==> src/rtl/alu_sequencer_pkg.sv <==
// Shared types and constants for the hardwired ALU sequencer: state encoding,
// bus source codes, opcodes, instruction field positions and the ALU op mapping.
package alu_seq_pkg;

   typedef enum logic [3:0] {
      IDLE  = 4'd0,
      T0    = 4'd1,
      T1    = 4'd2,
      T2    = 4'd3,
      T3    = 4'd4,
      T4    = 4'd5,
      T5    = 4'd6,
      T6    = 4'd7,
      HALT  = 4'd8,
      FAULT = 4'd9
   } state_t;

   localparam logic [4:0] SEL_R0  = 5'd0;
   localparam logic [4:0] SEL_HI  = 5'd16;
   localparam logic [4:0] SEL_LO  = 5'd17;
   localparam logic [4:0] SEL_ZHI = 5'd18;
   localparam logic [4:0] SEL_ZLO = 5'd19;
   localparam logic [4:0] SEL_PC  = 5'd20;
   localparam logic [4:0] SEL_MDR = 5'd21;

   localparam logic [4:0] OP_ADD  = 5'h00;
   localparam logic [4:0] OP_SUB  = 5'h01;
   localparam logic [4:0] OP_AND  = 5'h02;
   localparam logic [4:0] OP_OR   = 5'h03;
   localparam logic [4:0] OP_SHR  = 5'h04;
   localparam logic [4:0] OP_SHRA = 5'h05;
   localparam logic [4:0] OP_SHL  = 5'h06;
   localparam logic [4:0] OP_ROL  = 5'h09;
   localparam logic [4:0] OP_ROR  = 5'h0A;
   localparam logic [4:0] OP_MUL  = 5'h0C;
   localparam logic [4:0] OP_DIV  = 5'h0D;
   localparam logic [4:0] OP_NEG  = 5'h0E;
   localparam logic [4:0] OP_NOT  = 5'h0F;
   localparam logic [4:0] OP_HALT = 5'h1A;

   localparam int OP_W   = 5;
   localparam int REG_W  = 4;
   localparam int OP_MSB = 31;
   localparam int OP_LSB = 27;
   localparam int RA_MSB = 26;
   localparam int RA_LSB = 23;
   localparam int RB_MSB = 22;
   localparam int RB_LSB = 19;
   localparam int RC_MSB = 18;
   localparam int RC_LSB = 15;

   // ALU operation code for an opcode; reserved or out-of-range opcodes map to 0.
   function automatic logic [3:0] alu_map(input logic [OP_W-1:0] op);
      logic [3:0] res;
      case (op)
         OP_ADD, OP_SUB, OP_AND, OP_OR, OP_SHR, OP_SHRA, OP_SHL,
         OP_ROL, OP_ROR, OP_MUL, OP_DIV, OP_NEG, OP_NOT: res = op[3:0];
         default: res = 4'd0;
      endcase
      return res;
   endfunction

endpackage

==> src/rtl/alu_sequencer_if.sv <==
// Control/handshake bundle between the sequencer (master) and the datapath
// plus memory (slave).
interface alu_sequencer_if;
   logic        run;
   logic [31:0] ir;
   logic        mem_ready;
   logic [4:0]  BusDataSelect;
   logic [3:0]  GP_addr;
   logic        e_PC;
   logic        e_IR;
   logic        e_Y;
   logic        e_Z;
   logic        e_HI;
   logic        e_LO;
   logic        e_MDR;
   logic        e_MAR;
   logic        e_GP;
   logic        incPC;
   logic        MDR_read;
   logic [3:0]  ALU_op;
   logic        mem_read;
   logic        busy;
   logic        halted;
   logic        fault;

   modport master (
      input  run, ir, mem_ready,
      output BusDataSelect, GP_addr, e_PC, e_IR, e_Y, e_Z, e_HI, e_LO, e_MDR,
             e_MAR, e_GP, incPC, MDR_read, ALU_op, mem_read, busy, halted, fault
   );

   modport slave (
      output run, ir, mem_ready,
      input  BusDataSelect, GP_addr, e_PC, e_IR, e_Y, e_Z, e_HI, e_LO, e_MDR,
             e_MAR, e_GP, incPC, MDR_read, ALU_op, mem_read, busy, halted, fault
   );
endinterface

==> src/rtl/alu_sequencer_decode.sv <==
// Opcode classifier: legality, unary/two-result flags, halt detection and the
// ALU operation code.
module alu_seq_decode
   import alu_seq_pkg::*;
(
   input  logic [OP_W-1:0] op,
   output logic            legal,
   output logic            unary,
   output logic            two_write,
   output logic            halt,
   output logic [3:0]      alu_op
);

   // Classify the opcode; reserved codes fall through as not legal.
   always_comb begin
      legal     = 1'b0;
      unary     = 1'b0;
      two_write = 1'b0;
      halt      = 1'b0;
      case (op)
         OP_ADD, OP_SUB, OP_AND, OP_OR, OP_SHR, OP_SHRA, OP_SHL,
         OP_ROL, OP_ROR: legal = 1'b1;
         OP_MUL, OP_DIV: begin
            legal     = 1'b1;
            two_write = 1'b1;
         end
         OP_NEG, OP_NOT: begin
            legal = 1'b1;
            unary = 1'b1;
         end
         OP_HALT: halt = 1'b1;
         default: legal = 1'b0;
      endcase
      alu_op = legal ? alu_map(op) : 4'd0;
   end

endmodule

==> src/rtl/alu_sequencer.sv <==
// Hardwired control unit: fetch (T0-T2) and register-to-register execute
// (T3-T5, T6 for mul/div), with a bounded memory-ready wait in T1.
module alu_sequencer
   import alu_seq_pkg::*;
#(
   parameter int MEM_TIMEOUT = 15
)
(
   input  logic             clock,
   input  logic             clear,
   alu_sequencer_if.master  bus
);

   localparam logic [7:0] WAIT_LAST = 8'(MEM_TIMEOUT - 1);

   state_t            state_r;
   state_t            state_nxt;
   logic [7:0]        wait_cnt_r;
   logic [7:0]        wait_cnt_nxt;
   logic              dec_legal;
   logic              dec_unary;
   logic              dec_two_write;
   logic              dec_halt;
   logic [3:0]        dec_alu_op;
   logic [REG_W-1:0]  ra;
   logic [REG_W-1:0]  rb;
   logic [REG_W-1:0]  rc;

   assign ra = bus.ir[RA_MSB:RA_LSB];
   assign rb = bus.ir[RB_MSB:RB_LSB];
   assign rc = bus.ir[RC_MSB:RC_LSB];

   alu_seq_decode u_decode (
      .op        (bus.ir[OP_MSB:OP_LSB]),
      .legal     (dec_legal),
      .unary     (dec_unary),
      .two_write (dec_two_write),
      .halt      (dec_halt),
      .alu_op    (dec_alu_op)
   );

   // State and T1 wait counter registers.
   always_ff @(posedge clock or negedge clear) begin
      if (!clear) begin
         state_r    <= IDLE;
         wait_cnt_r <= 8'd0;
      end else begin
         state_r    <= state_nxt;
         wait_cnt_r <= wait_cnt_nxt;
      end
   end

   // Next-state logic; the wait counter is nonzero only while lingering in T1.
   always_comb begin
      state_nxt    = state_r;
      wait_cnt_nxt = 8'd0;
      case (state_r)
         IDLE: state_nxt = bus.run ? T0 : IDLE;
         T0:   state_nxt = T1;
         T1: begin
            if (bus.mem_ready) begin
               state_nxt = T2;
            end else if (wait_cnt_r == WAIT_LAST) begin
               state_nxt = FAULT;
            end else begin
               state_nxt    = T1;
               wait_cnt_nxt = wait_cnt_r + 8'd1;
            end
         end
         T2: state_nxt = T3;
         T3: begin
            if (dec_legal) begin
               state_nxt = T4;
            end else if (dec_halt) begin
               state_nxt = HALT;
            end else begin
               state_nxt = FAULT;
            end
         end
         T4: state_nxt = T5;
         T5: begin
            if (dec_two_write) begin
               state_nxt = T6;
            end else begin
               state_nxt = bus.run ? T0 : IDLE;
            end
         end
         T6:    state_nxt = bus.run ? T0 : IDLE;
         HALT:  state_nxt = HALT;
         FAULT: state_nxt = FAULT;
         default: state_nxt = FAULT;
      endcase
   end

   // Output decode of the current state (and the latched instruction in T3-T6).
   always_comb begin
      bus.BusDataSelect = SEL_R0;
      bus.GP_addr       = 4'd0;
      bus.e_PC          = 1'b0;
      bus.e_IR          = 1'b0;
      bus.e_Y           = 1'b0;
      bus.e_Z           = 1'b0;
      bus.e_HI          = 1'b0;
      bus.e_LO          = 1'b0;
      bus.e_MDR         = 1'b0;
      bus.e_MAR         = 1'b0;
      bus.e_GP          = 1'b0;
      bus.incPC         = 1'b0;
      bus.MDR_read      = 1'b0;
      bus.ALU_op        = 4'd0;
      bus.mem_read      = 1'b0;
      bus.busy          = 1'b1;
      bus.halted        = 1'b0;
      bus.fault         = 1'b0;
      case (state_r)
         IDLE: bus.busy = 1'b0;
         T0: begin
            bus.BusDataSelect = SEL_PC;
            bus.e_MAR         = 1'b1;
            bus.incPC         = 1'b1;
            bus.e_Z           = 1'b1;
         end
         T1: begin
            bus.BusDataSelect = SEL_ZLO;
            bus.e_PC          = (wait_cnt_r == 8'd0);
            bus.mem_read      = 1'b1;
            bus.MDR_read      = 1'b1;
            bus.e_MDR         = bus.mem_ready;
         end
         T2: begin
            bus.BusDataSelect = SEL_MDR;
            bus.e_IR          = 1'b1;
         end
         T3: begin
            if (dec_legal) begin
               bus.BusDataSelect = {1'b0, rb};
               bus.e_Y           = 1'b1;
            end else begin
               bus.BusDataSelect = SEL_R0;
            end
         end
         T4: begin
            bus.BusDataSelect = dec_unary ? {1'b0, rb} : {1'b0, rc};
            bus.e_Z           = 1'b1;
            bus.ALU_op        = dec_alu_op;
         end
         T5: begin
            bus.BusDataSelect = SEL_ZLO;
            if (dec_two_write) begin
               bus.e_LO = 1'b1;
            end else begin
               bus.e_GP    = 1'b1;
               bus.GP_addr = ra;
            end
         end
         T6: begin
            bus.BusDataSelect = SEL_ZHI;
            bus.e_HI          = 1'b1;
         end
         HALT: begin
            bus.busy   = 1'b0;
            bus.halted = 1'b1;
         end
         FAULT: begin
            bus.busy  = 1'b0;
            bus.fault = 1'b1;
         end
         default: bus.busy = 1'b0;
      endcase
   end

endmodule
==> src/flat_wrapper.sv <==
// flat-port wrapper written by rule: the top's interface ports become plain ports
module alu_sequencer_flat import alu_seq_pkg::*;
#(
   parameter int MEM_TIMEOUT = 15
)
  (clock, clear, bus_run, bus_ir, bus_mem_ready, bus_BusDataSelect, bus_GP_addr, bus_e_PC, bus_e_IR, bus_e_Y, bus_e_Z, bus_e_HI, bus_e_LO, bus_e_MDR, bus_e_MAR, bus_e_GP, bus_incPC, bus_MDR_read, bus_ALU_op, bus_mem_read, bus_busy, bus_halted, bus_fault);
  alu_sequencer_if bus_i ();
  input  logic clock;
  input  logic clear;
  input wire logic [$bits(bus_i.run)-1:0] bus_run;
  input wire logic [$bits(bus_i.ir)-1:0] bus_ir;
  input wire logic [$bits(bus_i.mem_ready)-1:0] bus_mem_ready;
  output wire logic [$bits(bus_i.BusDataSelect)-1:0] bus_BusDataSelect;
  output wire logic [$bits(bus_i.GP_addr)-1:0] bus_GP_addr;
  output wire logic [$bits(bus_i.e_PC)-1:0] bus_e_PC;
  output wire logic [$bits(bus_i.e_IR)-1:0] bus_e_IR;
  output wire logic [$bits(bus_i.e_Y)-1:0] bus_e_Y;
  output wire logic [$bits(bus_i.e_Z)-1:0] bus_e_Z;
  output wire logic [$bits(bus_i.e_HI)-1:0] bus_e_HI;
  output wire logic [$bits(bus_i.e_LO)-1:0] bus_e_LO;
  output wire logic [$bits(bus_i.e_MDR)-1:0] bus_e_MDR;
  output wire logic [$bits(bus_i.e_MAR)-1:0] bus_e_MAR;
  output wire logic [$bits(bus_i.e_GP)-1:0] bus_e_GP;
  output wire logic [$bits(bus_i.incPC)-1:0] bus_incPC;
  output wire logic [$bits(bus_i.MDR_read)-1:0] bus_MDR_read;
  output wire logic [$bits(bus_i.ALU_op)-1:0] bus_ALU_op;
  output wire logic [$bits(bus_i.mem_read)-1:0] bus_mem_read;
  output wire logic [$bits(bus_i.busy)-1:0] bus_busy;
  output wire logic [$bits(bus_i.halted)-1:0] bus_halted;
  output wire logic [$bits(bus_i.fault)-1:0] bus_fault;
  assign bus_i.run = bus_run;
  assign bus_i.ir = bus_ir;
  assign bus_i.mem_ready = bus_mem_ready;
  assign bus_BusDataSelect = bus_i.BusDataSelect;
  assign bus_GP_addr = bus_i.GP_addr;
  assign bus_e_PC = bus_i.e_PC;
  assign bus_e_IR = bus_i.e_IR;
  assign bus_e_Y = bus_i.e_Y;
  assign bus_e_Z = bus_i.e_Z;
  assign bus_e_HI = bus_i.e_HI;
  assign bus_e_LO = bus_i.e_LO;
  assign bus_e_MDR = bus_i.e_MDR;
  assign bus_e_MAR = bus_i.e_MAR;
  assign bus_e_GP = bus_i.e_GP;
  assign bus_incPC = bus_i.incPC;
  assign bus_MDR_read = bus_i.MDR_read;
  assign bus_ALU_op = bus_i.ALU_op;
  assign bus_mem_read = bus_i.mem_read;
  assign bus_busy = bus_i.busy;
  assign bus_halted = bus_i.halted;
  assign bus_fault = bus_i.fault;
  alu_sequencer #(.MEM_TIMEOUT(MEM_TIMEOUT)) u_core (.clock(clock), .clear(clear), .bus(bus_i));
endmodule
==> config.mk <==
export PLATFORM = sky130hd
export DESIGN_NAME = alu_sequencer_flat
export DESIGN_NICKNAME = d
export VERILOG_FILES = /design/src/rtl/alu_sequencer_pkg.sv /design/src/rtl/alu_sequencer_if.sv /design/src/rtl/alu_sequencer_decode.sv /design/src/rtl/alu_sequencer.sv /design/src/flat_wrapper.sv
export SDC_FILE = /design/constraint.sdc
export NUM_CORES = 1
export LEC_CHECK = 0
export CAP_MARGIN = 15
export CORE_MARGIN = 10
export CORE_UTILIZATION = 39
export CTS_BUF_LIST = sky130_fd_sc_hd__clkbuf_8 sky130_fd_sc_hd__clkbuf_16
export DETAILED_ROUTE_END_ITERATION = 10
export GPL_TIMING_DRIVEN = 1
export PLACE_DENSITY = 0.86
export SLEW_MARGIN = 20
export SYNTH_ARGS = -nofsm -noshare
export SYNTH_HDL_FRONTEND = slang
export SYNTH_SLANG_ARGS = --single-unit
==> constraint.sdc <==
create_clock -name clock -period 2.8 [get_ports clock]
set_clock_uncertainty 0.05 [all_clocks]
set_input_delay 0.56 -clock clock [delete_from_list [all_inputs] [get_ports clock]]
set_output_delay 0.56 -clock clock [all_outputs]
set_load 0.01 [all_outputs]
======== Word-level counts from Yosys, hierarchy flattened ========
Cells that the tools add are included.
storage, ports and cells
  input port bits ......................... 36
  bits in registers ....................... 12
cells by class
  mux-type cells .......................... 38
  reductions and logical operators ........ 10
  equal/unequal tests ..................... 23
  add/sub/neg operators ................... 1
operator list
  operator               number
  $mux W4                11
  $pmux W4 S8            1
  $eq A5 B4 Y1 const B   6
  $pmux W5 S6            1
  $mux W8                3
  $mux W1                22
  $eq A4 B3 Y1 const B   4
  $eq A5 B3 Y1 const B   3
  $reduce_or A13 Y1      1
  $eq A5 B2 Y1 const B   2
  $reduce_or A2 Y1       5
  $add A8 B1 Y8 const B  1
  $eq A4 B2 Y1 const B   2
  $eq A4 B4 Y1 const B   2
  $eq A8 B4 Y1 const B   1
  $logic_not A8 Y1       1
  $reduce_or A7 Y1       1
  $eq A5 B1 Y1 const B   1
  $eq A5 B5 Y1 const B   1
  $logic_not A5 Y1       1
  $eq A4 B1 Y1 const B   1
  $logic_not A4 Y1       1

======== Logic depth before layout (Yosys ltp) ========
Gate-level depths: netlist (run 1).
  depth in word-level cells ............... 5
  gate-level depth with buffers ........... 5
  depth with buffers taken out ............ 5

======== Hierarchy ========
A second synthesis (run 1) with hierarchy kept.
unflattened totals
  cell total of the unflattened synthesis .. 136
  area total of the unflattened synthesis .. 1074.8 sq um
by module, submodules not included
  module          times used  area an instance (sq um)  cells each
  alu_sequencer   1           948.4                     117
  alu_seq_decode  1           126.4                     19

======== Worst setup path after synthesis (run 1) ========
OpenSTA, ideal clock, no wires.
  kind .................................... input to output
  start point ............................. input port bus_ir[30]
  end point ............................... output port bus_BusDataSelect[0]
  arrival ................................. 1545 ps
  data required time ...................... 2190 ps
  cell stages on the path ................. 4
  setup slack ............................. 645 ps
  path through ............................ xor2_1 > a311o_2 > o22ai_2 > a221o_1
on the way
  cells in the longest elaborated chain, start to end .. 5
  elaborated cells between the ends (all ways) .. 20
  classes of those cells .................. eq/ne: 12; mux: 5; reduce/logical: 3
RTL lines
  item                                                                    RTL line                                    text
  start, declared                                                         flat_wrapper.sv:11                          input wire logic [$bits(bus_i.ir)-1:0] bus_ir;
  $eq A5 B1 Y1, or another cell as far along                              alu_sequencer_decode.sv:20                  case (op)
  $reduce_or A13 Y1 (no source line) or $reduce_or A2 Y1 (tied branches)  n/a
  $mux W1                                                                 alu_sequencer_decode.sv:20
  $mux W4, on equally long branches                                       alu_sequencer.sv:135, alu_sequencer.sv:143
  $pmux W5 S6 *                                                           alu_sequencer.sv:115                        case (state_r)
  end, declared                                                           flat_wrapper.sv:13                          output wire logic [$bits(bus_i.BusDataSelect)-1:0] bus_BusDataSelect;
Every way passes the cells marked *; elsewhere a longest branch is shown, timed or not.

======== Worst setup path in the final report (run 1) ========
  start point ............................. input port bus_ir[28]
  end point ............................... output port bus_e_Y
on the way
  cells in the longest elaborated chain, start to end .. 5
  elaborated cells between the ends (all ways) .. 17
  classes of those cells .................. eq/ne: 12; mux: 3; reduce/logical: 2
RTL lines
  item                                        RTL line                    text
  $eq A5 B1 Y1, or another cell as far along  alu_sequencer_decode.sv:20
  $reduce_or A13 Y1 (no source line) *        n/a
  $mux W1 *                                   alu_sequencer_decode.sv:20
  $mux W1 *                                   alu_sequencer.sv:135        if (dec_legal) begin
  $mux W1 *                                   alu_sequencer.sv:115
  end, declared                               flat_wrapper.sv:17          output wire logic [$bits(bus_i.e_Y)-1:0] bus_e_Y;
Marked as above.

==> results.sh, run 1 <==
export IMPL_cts_root_buf="sky130_fd_sc_hd__clkbuf_8"
export IMPL_clk_transition_reported_paths_ps=50
export IMPL_cts_tree="done"
export IMPL_floorplan_rows=18
export IMPL_layout_overhead_on_the_synthesized_area_pct=63.2
export IMPL_syn_avg_cell_area_um2=8.54
export IMPL_grt_start_max_net_pins=15
export IMPL_final_max_slew_violation_count=0
export IMPL_cts_max_level=1
export IMPL_total_power_w=0.00100
export IMPL_crit_type="input port to primary output"
export IMPL_cts_buffer_depth=2
export IMPL_cap_violations=0
export IMPL_cp_arrival_ps=2080
export IMPL_grt_total_usage=0.125
export IMPL_fp_coreArea_um2=2430
export IMPL_ant_nets=0
export IMPL_ys_seq_area_frac=0.306
export IMPL_grt_first_pass_wirelength_um=5290
export IMPL_die_area_um2=4930
export IMPL_die_w_um=70.2
export IMPL_worst_setup_start_kind="input port"
export IMPL_dpl_cell_count=200
export IMPL_first_pass_iters=4
export IMPL_num_nets_final=216
export IMPL_power_density_nw_per_um2=626
export IMPL_antenna_cells=0
export IMPL_ys_async_sr_fraction=1.00
export IMPL_ctsHoldBuffers=0
export IMPL_synth_cells=115
export IMPL_drt_initial_drc_count=57
export IMPL_yosys_most_used_dff="sky130_fd_sc_hd__dfrtp_1"
export IMPL_num_cts_buffers=3
export IMPL_critical_path_endpoint_type="primary output"
export IMPL_clock_sinks=12
export IMPL_leakagePower_nw=0.766
export IMPL_setup_failing_eps_final=0
export IMPL_routed_via_count=1101
export IMPL_layout_min_cycle_time_ps=2690
export IMPL_initial_utilization=0.404
export IMPL_worst_hold_path_type="flop to flop"
export IMPL_vdd_ir_drop_max_v=0.000500
export IMPL_stdcell_count=205
export IMPL_post_synth_top_count_cell="sky130_fd_sc_hd__nor2_1"
export IMPL_final_setup_tns_ps=0
export IMPL_finalHoldViolations=0
export IMPL_dpl_instance_area_um2=1560
export IMPL_result_of_the_run="completed"
export IMPL_drt_drc_violations_left=0
export IMPL_die_h_um=70.2
export IMPL_ioPinCount=64
export IMPL_worst_skew_late_latency_ps=240
export IMPL_timing_worst_slew_pin_value_ps=532
export IMPL_synthDominantAreaCellType="sky130_fd_sc_hd__dfrtp_1"
export IMPL_synth_seq_cells=12
export IMPL_vias_per_std_cell=5.37
export IMPL_drive_above_1_share=0.154
export IMPL_worstPathRequired_ps=2190
export IMPL_half_perimeter_wire_length_of_the_detailed_placement_result_um=2480
export IMPL_placer_congestion_estimate=0.811
export IMPL_worst_path_max_fanout=4
export IMPL_layout_worst_path_cycle_share=0.962
export IMPL_final_design_area_no_fill_um2=1600
export IMPL_remaining_global_route_overflow=0
export IMPL_synth_distinct_cells=39
export IMPL_placement_io_buffers=48
export IMPL_grt_setup_unrepaired="false"
export IMPL_routed_wl_um=3060
export IMPL_initial_antenna_violation_count=0
export IMPL_post_synthesis_cell_area_um2=982
export IMPL_post_synth_main_area_contributors="sky130_fd_sc_hd__dfrtp_1 31%, sky130_fd_sc_hd__and2_1 6.4%, sky130_fd_sc_hd__xor2_1 6.2%, sky130_fd_sc_hd__nor2_1 5.4%, sky130_fd_sc_hd__a221o_1 4.1%"
export IMPL_yosys_warnings=0
export IMPL_synth_enable_flop_cells=0
export IMPL_yosys_top_cells_count="14 x sky130_fd_sc_hd__nor2_1, 12 x sky130_fd_sc_hd__dfrtp_1, 10 x sky130_fd_sc_hd__and2_1"
export IMPL_grt_pass1_vias=1108
export IMPL_timing_max_slew_rel_slack=0.644
export IMPL_post_synth_top_area_fraction=0.306
export IMPL_fmaxAchievable_mhz=371
export IMPL_mappedNetlistNets=154
export IMPL_post_drt_wl_per_cell_um=14.9
[cell type report]
| class | count | area, um^2 |
|---|---|---|
| Fill cell | 215 | 830 |
| Multi-Input combinational cell | 93 | 647 |
| Timing Repair Buffer | 63 | 562 |
| Sequential cell | 12 | 300 |
| Clock buffer | 3 | 41.3 |
| Inverter | 4 | 15.0 |
| Tap cell | 30 | 37.5 |
[worst max-delay path, stage by stage]
cell	delay [ps]
sky130_fd_sc_hd__dlygate4sd2_1	270
sky130_fd_sc_hd__buf_4	150
sky130_fd_sc_hd__a311o_2	400
sky130_fd_sc_hd__buf_4	150
sky130_fd_sc_hd__buf_4	130
sky130_fd_sc_hd__nor2_1	120
sky130_fd_sc_hd__dlygate4sd2_1	290
[layout by cell type, fill, tap and decap left out, drive strengths merged, types with 4 or more instances in the layout]
master,count
and3,5
nor3,4
dlygate4sd2,13
clkdlybuf4s50,29
inv,4
nand2,6
and2,11
dfrtp,12
buf,16
xor2,7
a221o,4
nand3,4
nor2,14
clkbuf,6
[sequential cells by signal, indices dropped and copies added (netlist names)]
signal and flops:
u_core.state_r 4, u_core.wait_cnt_r 8
[cells by family (layout without fill, tap and decap cells)]
logic type,count (synthesis),after routing,share of synthesized area
adder cells (fa/ha/maj),3,3,0.0382
flip-flops,12,12,0.306
AND/OR/NAND/NOR,62,62,0.371
AO/OA/AOI/OAI,20,20,0.162
XOR/XNOR,8,8,0.0713
buffers and inverters,10,70,0.0522
[worst paths after layout]
check | from | to | slack, ps | cells after the start
max in group asynchronous | clear | u_core.state_r[1] | 1720 | 1
worst max-delay path | bus_ir[28] | bus_e_Y | 110 | 7
worst max register to register | u_core.state_r[0] | u_core.wait_cnt_r[4] | 1110 | 6
worst min register to register | u_core.wait_cnt_r[0] | u_core.wait_cnt_r[0] | 470 | 1
min in group asynchronous | clear | u_core.wait_cnt_r[2] | 620 | 1
worst min-delay path | u_core.wait_cnt_r[0] | u_core.wait_cnt_r[0] | 470 | 1
[per-stage QoR]
step	hold WS (ps)	util	worst slack, ps
5_1_grt	493	0.659	58.3
3_5_place_dp	466	0.642	-406
4_1_cts	473	0.664	7.81
6_report	467	0.659	105
2_1_floorplan	214	-	645
3_3_place_gp	445	0.642	-389
[metal layers]
metal	GRT usage	share of wire	up-vias	routed length [um]
met5	0	0	-	0
met4	0.0395	0.011	0	35
met3	0.0466	0.093	3	286
met2	0.206	0.45	48	1390
met1	0.146	0.44	514	1350
li1	-	-	536	-
[where the power goes]
group | total, W | switching (W) | internal [W]
sequential | 0.000233 | 0.0000307 | 0.000202
clock | 0.000153 | 0.0000587 | 0.0000944
combinational | 0.000617 | 0.000298 | 0.000319
total | 0.00100 | 0.000387 | 0.000616
[timing repair]
action	4_1_cts	5_1_grt
pin swaps	2	2
setup buffers	2	0
endpoints found under the setup margin	14	9
resized for setup	22	9
Power figures use the tool's default switching activity.
==> inputs of run 2 (changes only) <==
Settings changed: GPL_ROUTABILITY_DRIVEN from default to 0, REMOVE_ABC_BUFFERS from default to 1.
==> results.sh, run 2 (same netlist as run 1, synthesis figures left out) <==
export IMPL_worst_skew_late_latency_ps=240
export IMPL_grt_total_usage=0.130
export IMPL_cap_violations=0
export IMPL_vias_per_std_cell=5.36
export IMPL_power_density_nw_per_um2=622
export IMPL_worst_hold_path_type="flop to flop"
export IMPL_setup_failing_eps_final=0
export IMPL_remaining_global_route_overflow=0
export IMPL_grt_setup_unrepaired="false"
export IMPL_placement_io_buffers=48
export IMPL_cts_buffer_depth=2
export IMPL_initial_utilization=0.404
export IMPL_cts_root_buf="sky130_fd_sc_hd__clkbuf_8"
export IMPL_timing_max_slew_rel_slack=0.629
export IMPL_worst_setup_start_kind="input port"
export IMPL_clk_transition_reported_paths_ps=50
export IMPL_vdd_ir_drop_max_v=0.000413
export IMPL_fillCellCount=189
export IMPL_final_max_slew_violation_count=0
export IMPL_floorplan_rows=18
export IMPL_leakagePower_nw=0.794
export IMPL_largest_register_ffs=8
export IMPL_initial_antenna_violation_count=0
export IMPL_num_nets_final=216
export IMPL_postLayoutSetupSlackWorst_ps=46.0
export IMPL_half_perimeter_wire_length_of_the_detailed_placement_result_um=2610
export IMPL_worstPathRequired_ps=2190
export IMPL_mostFrequentLayoutCell="sky130_fd_sc_hd__clkdlybuf4s50_1"
export IMPL_post_drt_wl_per_cell_um=15.7
export IMPL_registers_top_by_ff_count="u_core.wait_cnt_r"
export IMPL_drive_above_1_share=0.160
export IMPL_dp_slack_ps=-438
export IMPL_die_area_um2=4930
export IMPL_clock_sinks=12
export IMPL_antenna_cells=0
export IMPL_num_cts_buffers=3
export IMPL_ant_nets=0
export IMPL_grt_first_pass_wirelength_um=5430
export IMPL_fp_coreArea_um2=2430
export IMPL_worst_r2r_startpoint="u_core.state_r[2]"
export IMPL_layout_worst_path_cycle_share=0.984
export IMPL_crit_reg2reg_capture="u_core.wait_cnt_r[5]"
export IMPL_die_h_um=70.2
export IMPL_ioPinCount=64
export IMPL_timing_worst_slew_pin_value_ps=555
export IMPL_hold_path_startpoint="u_core.wait_cnt_r[0]"
export IMPL_reg_top3="u_core.wait_cnt_r (8), u_core.state_r (4)"
export IMPL_grt_start_max_net_pins=15
export IMPL_fmaxAchievable_mhz=363
export IMPL_first_pass_iters=4
export IMPL_worst_path_max_fanout=5
export IMPL_result_of_the_run="completed"
export IMPL_grt_pass1_vias=1149
export IMPL_cp_arrival_ps=2140
export IMPL_layout_core_utilization=0.677
export IMPL_critical_path_endpoint_type="primary output"
export IMPL_layout_min_cycle_time_ps=2750
export IMPL_holdPathStages=1
export IMPL_worst_r2r_cell_count=6
export IMPL_finalHoldViolations=0
export IMPL_r2r_slack_ps=1060
export IMPL_layout_overhead_on_the_synthesized_area_pct=67.6
export IMPL_drt_initial_drc_count=70
export IMPL_die_w_um=70.2
export IMPL_routed_via_count=1099
export IMPL_hold_path_endpoint="u_core.wait_cnt_r[0]"
export IMPL_cts_max_level=1
export IMPL_crit_type="input port to primary output"
export IMPL_routed_wl_um=3210
export IMPL_drt_drc_violations_left=0
export IMPL_cts_tree="done"
export IMPL_layout_cells_most_common_list="32 x sky130_fd_sc_hd__clkdlybuf4s50_1, 15 x sky130_fd_sc_hd__buf_4, 13 x sky130_fd_sc_hd__nor2_1"
==> run 2: critical path, stage by stage <==
cell                              delay [ps]
sky130_fd_sc_hd__dlygate4sd2_1           260
sky130_fd_sc_hd__buf_4                   160
sky130_fd_sc_hd__a311o_2                 440
sky130_fd_sc_hd__nor2_1                  160
sky130_fd_sc_hd__clkdlybuf4s50_1         560
==> run 2: repair_timing <==
action                                  4_1_cts  5_1_grt
hold buffers                                  0        0
gates cloned                                  0        0
endpoints found under the setup margin       14        6
resized for setup                            18        7
pin swaps                                     3        1
endpoints found under the hold margin         0        0
setup buffers                                 2        2
==> run 2: worst max-delay path by stage <==
stage / from / depth (start not counted) / endpoint / slack, ps
after floorplan: bus_ir[30] / 4 / bus_BusDataSelect[0] / 650
after global placement: bus_ir[29] / 6 / bus_BusDataSelect[0] / -410
after detailed placement: bus_ir[29] / 6 / bus_BusDataSelect[0] / -440
after CTS: bus_ir[29] / 7 / bus_GP_addr[3] / 10
after global routing: bus_ir[28] / 5 / bus_e_Y / 4
final: bus_ir[28] / 5 / bus_e_Y / 50
==> run 2: report_power, final <==
group / internal, W / switching [W]
Clock: 0.0000943 / 0.0000583
Combinational: 0.000329 / 0.000283
Sequential: 0.000202 / 0.0000578
==> run 2: stage by stage <==
stage	instances	total power (W)	TNS, ps	hold WS (ps)	cell area, um^2
floorplan	109	0.000528	0	214	946
global placement	198	0.000850	-3460	446	1550
detailed placement	198	0.000868	-3780	460	1550
CTS	203	0.00101	0	466	1610
global route	205	0.00110	0	513	1650
finish	205	0.00102	0	464	1650
==> run 2: final cells by class <==
cell class              count  area, um^2  share of cell area
clock buffers               3        41.3              0.0251
inverters                   4        15.0             0.00912
multi-input cells          93         662               0.402
flip-flops and latches     12         300               0.182
well taps                  30        37.5              0.0228
repair buffers             63         591               0.359
==> run 2: per-layer routing <==
metal  up-vias  share of wire  GRT usage
met5         -              0          0
met2        49           0.46      0.211
met1       510           0.45      0.149
met4         0          0.017     0.0548
met3         6          0.080     0.0466
li1        534              -          -
